**config.mk**
```make
export PLATFORM = sky130hd
export DESIGN_NAME = endecoder_rounds
export DESIGN_NICKNAME = d
export VERILOG_FILES = /design/src/rtl/endecoder_rounds.sv
export SDC_FILE = /design/constraint.sdc
export NUM_CORES = 1
export LEC_CHECK = 0
export BUFFER_PORTS_ARGS = -buffer_cell sky130_fd_sc_hd__clkbuf_2
export CAP_MARGIN = 20
export CORE_MARGIN = 2
export CORE_UTILIZATION = 50
export CTS_BUF_LIST = sky130_fd_sc_hd__clkbuf_16
export CTS_CLUSTER_SIZE = 30
export DETAILED_ROUTE_END_ITERATION = 8
export MAX_ROUTING_LAYER = met4
export PLACE_DENSITY = 0.72
export REMOVE_ABC_BUFFERS = 1
export SLEW_MARGIN = 20
export SYNTH_ARGS = -nofsm -noshare
export SYNTH_HDL_FRONTEND = slang
export SYNTH_SLANG_ARGS = --single-unit
export TNS_END_PERCENT = 100
```
**constraint.sdc**
```tcl
create_clock -name clk_i -period 4.2 [get_ports clk_i]
set_input_delay 0.21 -clock clk_i [delete_from_list [all_inputs] [get_ports clk_i]]
set_output_delay 0.21 -clock clk_i [all_outputs]
set_load 0.01 [all_outputs]
```
**src/rtl/endecoder_rounds.sv**
```systemverilog
// endecoder_rounds
// ----------------
// Iterative multi-round encrypt/decrypt engine. The caller starts an operation
// with start_i. The engine latches code_i, key_i and mode_i, then applies
// ROUNDS cipher rounds. When it finishes it updates code_o and pulses done_o
// for one cycle. Decrypt runs the rounds in reverse order, so decrypting an
// encrypted word returns the original word.
//
// Round r uses the round key k_r = rotl(key, r mod DATA_W):
//   encrypt: x <- rotl((x ^ k_r) + r, ROT)    for r = 0 .. ROUNDS-1
//   decrypt: x <- (rotr(x, ROT) - r) ^ k_r    for r = ROUNDS-1 .. 0
//
// Optional build macro ENDEC_UNROLL2_EN: when it is defined, each RUN cycle
// applies two rounds (one round in the last cycle if ROUNDS is odd). The
// results are bit-identical to the default one-round-per-cycle build.
//
// Ports:
//   clk_i    system clock, all logic on the rising edge
//   rst_i    synchronous active-high reset
//   start_i  request, accepted only while busy_o = 0
//   mode_i   0 = encrypt, 1 = decrypt (sampled with start_i)
//   code_i   plaintext/ciphertext (sampled with start_i)
//   key_i    key (sampled with start_i)
//   busy_o   high while rounds are executing
//   code_o   result, held until the next done_o
//   done_o   one-cycle pulse when code_o is updated
module endecoder_rounds #(
  parameter int DATA_W = 8,
  parameter int ROUNDS = 4,
  parameter int ROT    = 1
) (
  input  logic              clk_i,
  input  logic              rst_i,
  input  logic              start_i,
  input  logic              mode_i,
  input  logic [DATA_W-1:0] code_i,
  input  logic [DATA_W-1:0] key_i,
  output logic              busy_o,
  output logic [DATA_W-1:0] code_o,
  output logic              done_o
);

  localparam int CW = $clog2(ROUNDS) + 1;

  localparam logic [1:0] IDLE = 2'd0;
  localparam logic [1:0] RUN  = 2'd1;
  localparam logic [1:0] DONE = 2'd2;

  logic [1:0]        state_q;
  logic [DATA_W-1:0] x_q;
  logic [DATA_W-1:0] key_q;
  logic              mode_q;
  logic [CW-1:0]     r_q;
  logic [DATA_W-1:0] code_q;
  logic              done_q;

  logic [DATA_W-1:0] x_one;
  logic [DATA_W-1:0] x_run;
  logic              last_run;
  int unsigned       r_cur;
  int unsigned       r_nxt1;
  int unsigned       r_step;
  int unsigned       remaining;
`ifdef ENDEC_UNROLL2_EN
  logic [DATA_W-1:0] x_two;
`endif

  // The rotation is built by shifting a doubled copy of the word. An amount of
  // zero (or a multiple of DATA_W) returns v unchanged.
  function automatic logic [DATA_W-1:0] rotl_f(input logic [DATA_W-1:0] v,
                                               input int unsigned amt);
    logic [2*DATA_W-1:0] d;
    d = {v, v} << (amt % DATA_W);
    return d[2*DATA_W-1:DATA_W];
  endfunction

  // Applies one cipher round in either direction. The round index is
  // truncated to DATA_W bits before it is added or subtracted.
  function automatic logic [DATA_W-1:0] round_f(input logic [DATA_W-1:0] x,
                                                input logic [DATA_W-1:0] key,
                                                input int unsigned r,
                                                input logic dec);
    logic [DATA_W-1:0] k;
    logic [DATA_W-1:0] ri;
    logic [DATA_W-1:0] t;
    k  = rotl_f(key, r);
    ri = DATA_W'(r);
    if (dec) begin
      t = rotl_f(x, DATA_W - ROT) - ri;
      return t ^ k;
    end
    t = (x ^ k) + ri;
    return rotl_f(t, ROT);
  endfunction

  // Round datapath for the current RUN cycle. remaining counts the rounds that
  // are still to be applied, including the round at index r_q. This works in
  // both directions, so the "last cycle" test does not depend on the mode.
  always_comb begin
    r_cur     = 32'(r_q);
    remaining = mode_q ? r_cur + 1 : ROUNDS - r_cur;
    r_nxt1    = mode_q ? r_cur - 1 : r_cur + 1;
    x_one     = round_f(x_q, key_q, r_cur, mode_q);
    x_run     = x_one;
    r_step    = r_nxt1;
    last_run  = (remaining <= 1);
`ifdef ENDEC_UNROLL2_EN
    // The second round's result is discarded when only one round is left.
    x_two = round_f(x_one, key_q, r_nxt1, mode_q);
    if (remaining >= 2) begin
      x_run    = x_two;
      r_step   = mode_q ? r_cur - 2 : r_cur + 2;
      last_run = (remaining == 2);
    end
`endif
  end

  // Control FSM and state registers. DONE accepts a new start the same way
  // IDLE does, which allows back-to-back operations with no idle gap. The
  // round counter stops stepping on the last round, so it never leaves
  // 0..ROUNDS-1.
  always_ff @(posedge clk_i) begin
    if (rst_i) begin
      state_q <= IDLE;
      x_q     <= '0;
      key_q   <= '0;
      mode_q  <= 1'b0;
      r_q     <= '0;
      code_q  <= '0;
      done_q  <= 1'b0;
    end else begin
      done_q <= 1'b0;
      case (state_q)
        IDLE, DONE: begin
          if (start_i) begin
            x_q     <= code_i;
            key_q   <= key_i;
            mode_q  <= mode_i;
            r_q     <= mode_i ? CW'(ROUNDS - 1) : '0;
            state_q <= RUN;
          end else begin
            state_q <= IDLE;
          end
        end
        RUN: begin
          x_q <= x_run;
          if (last_run) begin
            code_q  <= x_run;
            done_q  <= 1'b1;
            state_q <= DONE;
          end else begin
            r_q <= CW'(r_step);
          end
        end
        default: state_q <= IDLE;
      endcase
    end
  end

  assign busy_o = (state_q == RUN);
  assign code_o = code_q;
  assign done_o = done_q;

endmodule

```
==> summary.json <==
{
  "clock_tree": {
    "clock_latency_ns": 0.27,
    "tritoncts": "done",
    "post_cts_resized": 0,
    "post-cts-setup-buffers": 0,
    "cts_root_buffer": "sky130_fd_sc_hd__clkbuf_16",
    "ctsLongestPathBuffers": 2,
    "cts.htree.levels": 2,
    "clkTransAtPathRegs_ns": 0.05,
    "post_cts_hold_buffer_count": 0,
    "cts_made_buffers": 5,
    "clock-sinks": 31
  },
  "routing": {
    "vias_per_cell": 5.91,
    "ant_nets": 0,
    "detailroute.via_count": 2128,
    "route.final.wire_length_um": 5980,
    "wl_per_cell_um": 16.6,
    "dr.pass1.iters": 5,
    "drc": 0,
    "drt-initial-drc-count": 194
  },
  "placed_design": {
    "place_ws_ns": 0.671,
    "gpl.final_weighted_congestion": 0.933,
    "place.detailed.hpwl_um": 4350,
    "place_inst": 352,
    "dpl-instance-area_um2": 2570,
    "port_buffers": 29
  },
  "global_route": {
    "first_global_vias": 1966,
    "grt_remaining_overflow": 0,
    "grt_antenna_before_repair": 0,
    "grt_max_degree": 32,
    "wire_length_of_the_first_global_routing_pass_um": 9870,
    "track_usage_pct": 24.6
  },
  "pwr": {
    "power.switching_mw": 0.438,
    "finalPower_mw": 1.21,
    "switching_share_pct": 36.3,
    "seqPwrFrac_pct": 30.3,
    "cellLeakagePower_nw": 1.11,
    "cellPowerDensity_nw_per_um2": 446,
    "power_frac_comb_pct": 41.7,
    "power_frac_clock_pct": 28.0,
    "power_report.internal_total_mw": 0.768,
    "max-vdd-ir-drop_uv": 214
  },
  "finish": {
    "design_area_um2": 2710,
    "diode_count": 0,
    "finish.cell_count_without_fillers": 360,
    "finish.net_count": 337,
    "area_delta_synth_final_pct": 12.1,
    "fin_util_pct": 57.7,
    "drive_gt1_share_pct": 19.3
  },
  "timing": {
    "fin_hold_ws_ns": 0.151,
    "measured_slew_at_the_worst_slew_check_pin_ns": 0.762,
    "final.setup_skew_ns": 0.00445,
    "post-route-period-util_pct": 84.6,
    "achievable-frequency_mhz": 281,
    "totalNegativeSetupSlack_ns": 0,
    "report.final.hold_viol_count": 0,
    "slew_violations": 0,
    "slew_headroom_pct": 49.0,
    "grt_setup_unrepaired": "no",
    "number_of_failing_setup_endpoints_in_the_final_timing_report": 0,
    "layout_setup_ws_ns": 0.647,
    "post-route-min-period_ns": 3.55
  },
  "setup_path": {
    "maximum_fanout_count_along_the_critical_path": 15,
    "end_kind": "flip-flop",
    "cp_cell_sequence": "mux4_2 > mux2i_1 > xnor2_1 > ha_1 > a21o_1 > a21oi_1 > a211oi_1 > o22ai_1 > xnor2_1 > a211oi_1 > nor3_1",
    "cp_data_arrival_time_ns": 3.69,
    "path_class": "flip-flop to flip-flop",
    "critical_path.max_stage_delay_ns": 0.66,
    "critical_path.startpoint_type": "flip-flop",
    "cp_slowest_cell": "sky130_fd_sc_hd__dfxtp_1",
    "worst_ep_required_time_ns": 4.33
  },
  "synth": {
    "synth_enable_flop_cells": 0,
    "seq_area_frac_synth_pct": 25.7,
    "synth.avg_cell_area_um2": 8.56,
    "mappedNetlistArea_um2": 2410,
    "number_of_warnings_issued_by_yosys": 0,
    "register_bit_count_reported_by_yosys": 31,
    "async_reset_ff_share_pct": 0,
    "synthDistinctLibCells": 53,
    "dominantRegCellSynth": "sky130_fd_sc_hd__dfxtp_1",
    "syn_inst_count": 282
  },
  "floorplan": {
    "start_util_pct": 51.4,
    "die_x_um": 73.5,
    "design.die.area_um2": 5400,
    "boundaryPins": 30,
    "placeableCoreArea_um2": 4690,
    "row_count": 25,
    "die_y_um": 73.5
  },
  "run_status": {
    "status": "finished, final reports clean"
  },
  "min_path": {
    "holdCritPathClass": "input pin to flip-flop"
  },
  "job": {
    "timing.max_cap.violations": 0
  }
}
==> power groups by stage <==
stage	Clock (mW)	Sequential (mW)	Combinational (mW)
floorplan	0	0.375	0.371
global placement	0	0.368	0.487
detailed placement	0	0.370	0.494
CTS	0.341	0.364	0.500
global route	0.356	0.370	0.554
finish	0.338	0.365	0.503
==> layer usage <==
layer,part of all wire [%],track usage [%],vias up
li1,-,-,1053
met1,47,33.6,1011
met2,46,36.5,55
met3,5.3,5.21,9
met4,1.4,7.47,0
met5,0,-,-
==> sequential cells by signal (all words and copies together), names as in the netlist <==
register	cells
state_q	2
code_o	8
mode_q	1
x_q	8
key_q	8
done_o	1
r_q	3
==> kinds of logic after synthesis <==
logic type / share of synthesized area (%)
AND/OR/NAND/NOR: 20.6
AO/OA/AOI/OAI: 18.4
flip-flops: 25.7
buffers and inverters: 4.98
multiplexers: 13.2
XOR/XNOR: 10.3
adder cells (fa/ha/maj): 6.84
==> critical path: cells and delay by family (launching register included) <==
kind            cells  cell delay (ns)
simple gates        1             0.07
flops               1             0.66
mux                 2             0.92
xor+xnor            2             0.34
fa+ha+maj           1             0.29
compound gates      5             1.12
==> cells in the mapped netlist, types with 4 or more instances <==
master,count,area [um2]
sky130_fd_sc_hd__a21oi_1,23,115
sky130_fd_sc_hd__a221oi_1,4,35.0
sky130_fd_sc_hd__a22oi_1,8,60.1
sky130_fd_sc_hd__a31oi_1,4,25.0
sky130_fd_sc_hd__clkbuf_1,8,30.0
sky130_fd_sc_hd__dfxtp_1,31,621
sky130_fd_sc_hd__ha_1,10,125
sky130_fd_sc_hd__inv_1,7,26.3
sky130_fd_sc_hd__mux2_2,4,45.0
sky130_fd_sc_hd__mux2i_1,12,120
sky130_fd_sc_hd__mux4_2,5,113
sky130_fd_sc_hd__nand2_1,33,124
sky130_fd_sc_hd__nand2b_1,6,37.5
sky130_fd_sc_hd__nand3_1,6,30.0
sky130_fd_sc_hd__nor2_1,24,90.1
sky130_fd_sc_hd__nor2b_1,7,43.8
sky130_fd_sc_hd__nor3_1,5,25.0
sky130_fd_sc_hd__nor4_1,4,25.0
sky130_fd_sc_hd__o21a_1,5,37.5
sky130_fd_sc_hd__o21ai_0,4,20.0
sky130_fd_sc_hd__or3_1,4,25.0
sky130_fd_sc_hd__xnor2_1,16,140
sky130_fd_sc_hd__xor2_1,4,35.0
==> layout by cell type, fill, tap and decap left out, types with 7 or more instances in the layout <==
cell                       netlist  layout
sky130_fd_sc_hd__dfxtp_1        31      31
sky130_fd_sc_hd__a22oi_1         8       8
sky130_fd_sc_hd__nand2_1        33      33
sky130_fd_sc_hd__inv_1           7       8
sky130_fd_sc_hd__mux2i_1        12      12
sky130_fd_sc_hd__nor2b_1         7       7
sky130_fd_sc_hd__ha_1           10      10
sky130_fd_sc_hd__clkbuf_2        0      29
sky130_fd_sc_hd__xnor2_1        16      16
sky130_fd_sc_hd__nor2_1         24      24
sky130_fd_sc_hd__a21oi_1        23      23
==> path summary, 6_finish.rpt <==
check             cells past startpoint       from        end  slack [ns]
hold / removal                        3   key_i[2]   key_q[2]        0.15
hold reg to reg                       2  code_o[4]  code_o[4]        0.46
setup reg to reg                     11     r_q[2]  code_o[6]        0.65
setup / recovery                     11     r_q[2]  code_o[6]        0.65
==> final cells by class <==
type	count	area, um2
Clock buffer	5	125
Clock inverter	3	11.3
Fill cell	443	1990
Inverter	9	33.8
Multi-Input combinational cell	225	1670
Sequential cell	31	621
Tap cell	54	67.6
Timing Repair Buffer	33	175
Note: power is estimated with default switching activity, not from simulation.
